$ cat config.mk
export PLATFORM = sky130hd
export DESIGN_NAME = pixel_streamer
export DESIGN_NICKNAME = d
export VERILOG_FILES = /design/src/rtl/pixel_pkg.sv /design/src/rtl/pixel_word_shifter.sv /design/src/rtl/pixel_streamer.sv
export SDC_FILE = /design/constraint.sdc
export NUM_CORES = 1
export LEC_CHECK = 0
export CORE_MARGIN = 5
export CORE_UTILIZATION = 35
export DETAILED_ROUTE_END_ITERATION = 8
export SLEW_MARGIN = 20
export SYNTH_ARGS = -nofsm -noshare
export SYNTH_HDL_FRONTEND = slang
export SYNTH_SLANG_ARGS = --single-unit
$ cat constraint.sdc
create_clock -name CLK -period 3.4 [get_ports CLK]
set_clock_uncertainty 0.2 [all_clocks]
set_input_delay 0.68 -clock CLK [delete_from_list [all_inputs] [get_ports CLK]]
set_output_delay 0.68 -clock CLK [all_outputs]
set_load 0.02 [all_outputs]
$ cat src/rtl/pixel_pkg.sv
// Shared definitions for the frame-buffer pixel streamer.
// Holds the FSM encoding, default geometry and a small sizing helper.
package pixel_pkg;

    localparam logic [1:0] ST_IDLE  = 2'd0;
    localparam logic [1:0] ST_FETCH = 2'd1;
    localparam logic [1:0] ST_WAIT  = 2'd2;
    localparam logic [1:0] ST_EMIT  = 2'd3;

    localparam int PIX_W_DEF        = 24;
    localparam int PIX_PER_WORD_DEF = 2;
    localparam int MAX_ADDR_DEF     = 64800;

    // Width of a slot index; a one-slot word still gets a 1-bit counter.
    function automatic int slot_bits(input int n);
        return (n > 1) ? $clog2(n) : 1;
    endfunction

endpackage

$ cat src/rtl/pixel_word_shifter.sv
// Word buffer that hands out packed pixels MSB slot first.
// Each accepted pixel shifts the word left by one pixel width.
module pixel_word_shifter
    import pixel_pkg::*;
#(
    parameter int PIX_W        = PIX_W_DEF,
    parameter int PIX_PER_WORD = PIX_PER_WORD_DEF
) (
    input  logic                          clk,
    input  logic                          reset,
    input  logic                          clear,
    input  logic                          load,
    input  logic                          shift,
    input  logic [PIX_W*PIX_PER_WORD-1:0] word,
    output logic [PIX_W-1:0]              pix,
    output logic                          last
);

    localparam int WORD_W = PIX_W * PIX_PER_WORD;
    localparam int SLOT_W = slot_bits(PIX_PER_WORD);

    logic [WORD_W-1:0] word_q;
    logic [SLOT_W-1:0] slot;

    // Load a fresh word, or move the next slot into the top position.
    always_ff @(posedge clk) begin
        if (reset || clear) begin
            word_q <= '0;
            slot   <= '0;
        end else if (load) begin
            word_q <= word;
            slot   <= '0;
        end else if (shift) begin
            word_q <= word_q << PIX_W;
            slot   <= slot + 1'b1;
        end
    end

    assign pix  = word_q[WORD_W-1 -: PIX_W];
    assign last = (slot == SLOT_W'(PIX_PER_WORD - 1));

endmodule

$ cat src/rtl/pixel_streamer.sv
// Frame-buffer reader: fetches packed words from synchronous memory
// and streams one pixel per valid/ready handshake.
module pixel_streamer
    import pixel_pkg::*;
#(
    parameter int PIX_W        = PIX_W_DEF,
    parameter int PIX_PER_WORD = PIX_PER_WORD_DEF,
    parameter int ADDR_W       = 16,
    parameter int MAX_ADDR     = MAX_ADDR_DEF,
    parameter int MEM_LAT      = 1,
    parameter int CONTINUOUS   = 0
) (
    input  logic                          CLK,
    input  logic                          RESET,
    input  logic                          FRAME_START,
    input  logic [PIX_W*PIX_PER_WORD-1:0] DATA_IN,
    output logic [ADDR_W-1:0]             MEM_ADDR,
    output logic                          MEM_RD,
    output logic [PIX_W-1:0]              PIX_DATA,
    output logic                          PIX_VALID,
    input  logic                          PIX_READY,
    output logic                          FRAME_END,
    output logic                          BUSY
);

    localparam int CNT_W = $clog2(MEM_LAT + 1);

    if (MAX_ADDR > (64'd1 << ADDR_W)) begin : g_addr_check
        $error("pixel_streamer: MAX_ADDR does not fit in ADDR_W");
    end
    if (MEM_LAT < 1 || PIX_PER_WORD < 1) begin : g_param_check
        $error("pixel_streamer: MEM_LAT and PIX_PER_WORD must be >= 1");
    end

    logic [1:0]       state;
    logic [ADDR_W-1:0] addr;
    logic [CNT_W-1:0] cnt;
    logic             cnt_done;
    logic             accept;
    logic             at_end;
    logic             last;
    logic [PIX_W-1:0] pix;

    assign cnt_done = (cnt == CNT_W'(1));
    assign accept   = (state == ST_EMIT) && PIX_READY;
    assign at_end   = (addr == ADDR_W'(MAX_ADDR - 1));

    // Frame sequencing: fetch, wait out memory latency, emit slots.
    always_ff @(posedge CLK) begin
        if (RESET) begin
            state <= ST_IDLE;
            addr  <= '0;
            cnt   <= '0;
        end else if (FRAME_START) begin
            state <= ST_FETCH;
            addr  <= '0;
            cnt   <= '0;
        end else begin
            case (state)
                ST_IDLE: begin
                    state <= ST_IDLE;
                end
                ST_FETCH: begin
                    state <= ST_WAIT;
                    cnt   <= CNT_W'(MEM_LAT);
                end
                ST_WAIT: begin
                    if (cnt_done) state <= ST_EMIT;
                    else          cnt   <= cnt - 1'b1;
                end
                ST_EMIT: begin
                    if (accept && last) begin
                        if (at_end) begin
                            addr  <= '0;
                            state <= (CONTINUOUS != 0) ? ST_FETCH : ST_IDLE;
                        end else begin
                            addr  <= addr + 1'b1;
                            state <= ST_FETCH;
                        end
                    end
                end
                default: begin
                    state <= ST_IDLE;
                end
            endcase
        end
    end

    pixel_word_shifter #(
        .PIX_W        (PIX_W),
        .PIX_PER_WORD (PIX_PER_WORD)
    ) u_shifter (
        .clk   (CLK),
        .reset (RESET),
        .clear (FRAME_START),
        .load  ((state == ST_WAIT) && cnt_done && !FRAME_START),
        .shift (accept && !last),
        .word  (DATA_IN),
        .pix   (pix),
        .last  (last)
    );

    assign MEM_ADDR  = addr;
    assign MEM_RD    = (state == ST_FETCH);
    assign PIX_VALID = (state == ST_EMIT);
    assign PIX_DATA  = PIX_VALID ? pix : '0;
    assign BUSY      = (state != ST_IDLE);
    assign FRAME_END = accept && last && at_end && !FRAME_START && !RESET;

endmodule

==> summary.md, run 1 <==
| Metric | Value |
|---|---|
| Status | `finished clean` |
| Max IR drop VDD | `about 0.23 mV` |
| Relative slew slack | `0.4053` |
| Core area | `roughly 8600 µm²` |
| Setup TNS | `0 ns` |
| Register area share after synthesis | `0.4488` |
| CTS tree | `built` |
| CP arrival | `2.06 ns` |
| Remaining antenna violation count after routing | `0` |
| Initial Utilization | `0.3529` |
| Dpl hpwl | `between 5000 and 6000 µm` |
| Placer Congestion | `0.8790` |
| Die Width | `103.1 µm` |
| Family with the most delay on the worst path | `buffers and inverters` |
| Final period utilization | `0.8656` |
| Area Growth Syn to Fin | `44.68%` |
| Synth unique cells | `37` |
| Drt pass-1 iters | `4` |
| Vias in the first global route | `2749` |
| Yosys top cell by area | `dfxtp_1` |
| # DRC | `0` |
| Largest fanout on the critical path | `31` |
| Syn Nets | `around 420` |
| Via density | `about 5.0` |
| CTS clk-pin slew, worst paths | `0.08 ns` |
| Pin count of the biggest net entering global routing | `54` |
| Post-CTS Hold Buffers | `0` |
| # port buffers | `95` |
| Leak | `1.398 nW` |
| Endpoints failing hold | `0` |
| Gate Count Post-Synth | `364` |
| Vias | `approximately 2800` |
| Kind of critical path | `reg2out` |
| Worst slew pin tran | `0.8921 ns` |
| Simple-Gate Fraction of Synth Area | `0.2830` |
| Die area | `10630 µm²` |
| Max Slew Vio Count | `0` |
| First-pass GRT wire length | `13500 µm` |
| Critical path buffers and inverters | `2` |
| Complex-gate fraction of the synthesized area | `0.1646` |
| I/O Pins | `96` |
| Post-DR wirelength/cell | `between 10 and 15 µm` |
| Iteration-0 DRC Markers | `102` |
| Max incr delay on CP | `0.61 ns` |
| Largest family of logic cells by synthesized area | `simple AND/OR/NAND/NOR gates` |
| H-Tree Depth | `3` |
| Number of buffers created by CTS | `9` |
| CP Launch Type | `flop` |
| Xor-xnor portion of the synthesized cell area | `0.03177` |
| Top post-synthesis cells by area | `dfxtp_1 45%, nor2_1 8.4%, nand2_1 7.2%` |
| Diode count | `0` |
| Antenna violations before repair | `1` |
| Yosys warnings | `0` |
| Critical Path RT | `2.52 ns` |
| Mean Syn Cell Area | `8.332 µm²` |
| Mapped Area | `3033 µm²` |
| Sink Count | `68` |
| Synthesized flop and latch total | `68` |
| Clk_lat worst skew | `between 0.3 and 0.4 ns` |
| Setup Buffers After CTS | `0` |
| Slowest CP cell | `clkdlybuf4s50_1` |
| Clock root buffer master | `clkbuf_8` |
| Mux cell area share after synthesis | `0.009901` |
| GRT Total Usage | `0.1620` |
| Final instance area | `4388 µm²` |
| Vert. Die Dim | `103.1 µm` |
| Final Core Density | `0.5106` |
| Post-synth top area share | `0.4488` |
| Number of fill cells | `a little over 800` |
| Nets | `slightly above 500` |
| WL final | `8360 µm` |
| Clk buf depth | `2` |
| Power per cell area | `between 300 and 400 nW/µm²` |
| CP endpoint kind | `output port` |
| Site Rows | `34` |
| Max Cap Viol | `0` |
| Share of layout cells above drive strength 1 | `0.07860` |
| Fin crit period | `2.943 ns` |
| Type of the worst min-delay path | `reg2reg` |
| Adder-cell share of the synthesized area | `0.02063` |
| Hold slack | `0.2825 ns` |
| Unrepaired setup endpoints after global routing | `no` |
| R2r setup slk | `0.78 ns` |
| Peak Freq | `around 340 MHz` |
| Total Power | `1.735 mW` |
| Total grt overflow | `0` |
| Worst path cell trace | `ha_1, buf_4, and2_1, clkdlybuf4s50_1` |
| Final setup viols | `0` |
| Dpl cell area | `4100 µm²` |
routing by layer:
| layer | vias to the layer above | part of all wire | wire length, µm | global-route usage |
|---|---|---|---|---|
| li1 | 1446 | - | - | - |
| met1 | 1301 | 0.46 | 3828 | 0.2111 |
| met2 | 69 | 0.47 | 3927 | 0.2605 |
| met3 | 11 | 0.059 | 496 | 0.03992 |
| met4 | 2 | 0.011 | 94 | 0.05777 |
| met5 | - | 0.0016 | 13 | 0 |
layout by cell type (no fill, tap or decap), types with 2 or more instances in the layout:
cell type / Yosys / routed
nand4_1: 4 / 4
nand3_1: 5 / 5
clkbuf_8: 0 / 10
o41ai_1: 2 / 2
and2_1: 24 / 24
bufinv_16: 0 / 3
nor4_1: 5 / 5
a311oi_1: 24 / 24
a22oi_1: 24 / 24
clkdlybuf4s50_1: 0 / 94
nand2_1: 58 / 58
nor3_1: 4 / 4
xor2_1: 2 / 2
buf_4: 0 / 6
ha_1: 5 / 4
dfxtp_1: 68 / 68
or4b_2: 2 / 2
mux2i_1: 3 / 3
nand4b_1: 2 / 2
inv_1: 6 / 6
xnor2_1: 9 / 9
a21oi_1: 8 / 8
nor2_1: 68 / 67
layout make-up:
type | count | area (µm²) | area share
Tap cell | 108 | 135.1 | 0.03080
Multi-Input combinational cell | 265 | 1574 | 0.3587
Clock inverter | 6 | 111.4 | 0.02538
Clock buffer | 10 | 137.6 | 0.03137
Timing Repair Buffer | 103 | 1046 | 0.2384
Inverter | 6 | 22.52 | 0.005133
Sequential cell | 68 | 1361 | 0.3102
Yosys cell counts:
| master | count |
|---|---|
| a21oi_1 | 8 |
| a22oi_1 | 24 |
| a311oi_1 | 24 |
| a31o_2 | 1 |
| a31oi_1 | 1 |
| and2_1 | 24 |
| and3_1 | 1 |
| buf_2 | 1 |
| buf_6 | 1 |
| clkbuf_1 | 23 |
| dfxtp_1 | 68 |
| ha_1 | 5 |
| inv_1 | 6 |
| mux2i_1 | 3 |
| nand2_1 | 58 |
| nand3_1 | 5 |
| nand3b_1 | 1 |
| nand4_1 | 4 |
| nand4_4 | 1 |
| nand4b_1 | 2 |
| nor2_1 | 68 |
| nor2b_1 | 1 |
| nor3_1 | 4 |
| nor3b_1 | 1 |
| nor4_1 | 5 |
| nor4b_1 | 1 |
| o21a_1 | 1 |
| o21ai_0 | 2 |
| o21bai_4 | 1 |
| o41ai_1 | 2 |
| or2_2 | 1 |
| or3_4 | 1 |
| or4_4 | 1 |
| or4b_1 | 1 |
| or4b_2 | 2 |
| xnor2_1 | 9 |
| xor2_1 | 2 |
per-stage QoR:
step	instances	setup slack [ns]
floorplan	364	0.7078
global placement	549	0.3121
detailed placement	549	0.3161
CTS	565	0.08519
global route	566	0.3042
finish	566	0.4569
sequential cells by signal (all words and copies together), names as in the netlist:
name / cells
MEM_ADDR: 16
cnt: 1
state: 2
u_shifter.last: 1
u_shifter.word_q: 48
worst register-to-register path: stages, from the launching register on:
cell and delay (ns):
dfxtp_1 0.42, ha_1 0.18, buf_4 0.28, nand3_1 0.14, buf_4 0.22, nor2_1 0.34, or4b_2 0.63, a21oi_1 0.15
final timing paths:
| kind | from | to | cells past startpoint |
|---|---|---|---|
| max | state[0] | PIX_DATA[1] | 4 |
| min | u_shifter.word_q[16] | u_shifter.word_q[40] | 2 |
| max reg2reg | state[0] | MEM_ADDR[15] | 7 |
| min reg2reg | u_shifter.word_q[16] | u_shifter.word_q[40] | 2 |
what timing repair did:
item	in CTS	in global routing
endpoints found under the setup margin	0	1
resized for setup	0	3
hold endpoints to repair	0	0
cell families (layout without fill, tap and decap cells):
| kind of cell | Yosys count | in the layout |
|---|---|---|
| simple gates | 182 | 182 |
| flops | 68 | 68 |
| compound gates | 64 | 64 |
| buf+inv | 31 | 125 |
| xor+xnor | 11 | 11 |
| fa+ha+maj | 5 | 5 |
| mux | 3 | 3 |
where the power goes:
part           total, mW  internal [mW]  switching [mW]  leakage (nW)
combinational      0.108         0.0672          0.0411         0.727
clock              0.824          0.507           0.317         0.122
sequential         0.803          0.800         0.00328         0.548
total               1.73           1.37           0.361          1.40
(Power assumes the default switching activity.)
==> inputs of run 2 (changes only) <==
CTS_CLUSTER_SIZE = 12   (was default)
==> results of run 2 <==
No change in the layout: final DEF, timing and power equal those of run 1.
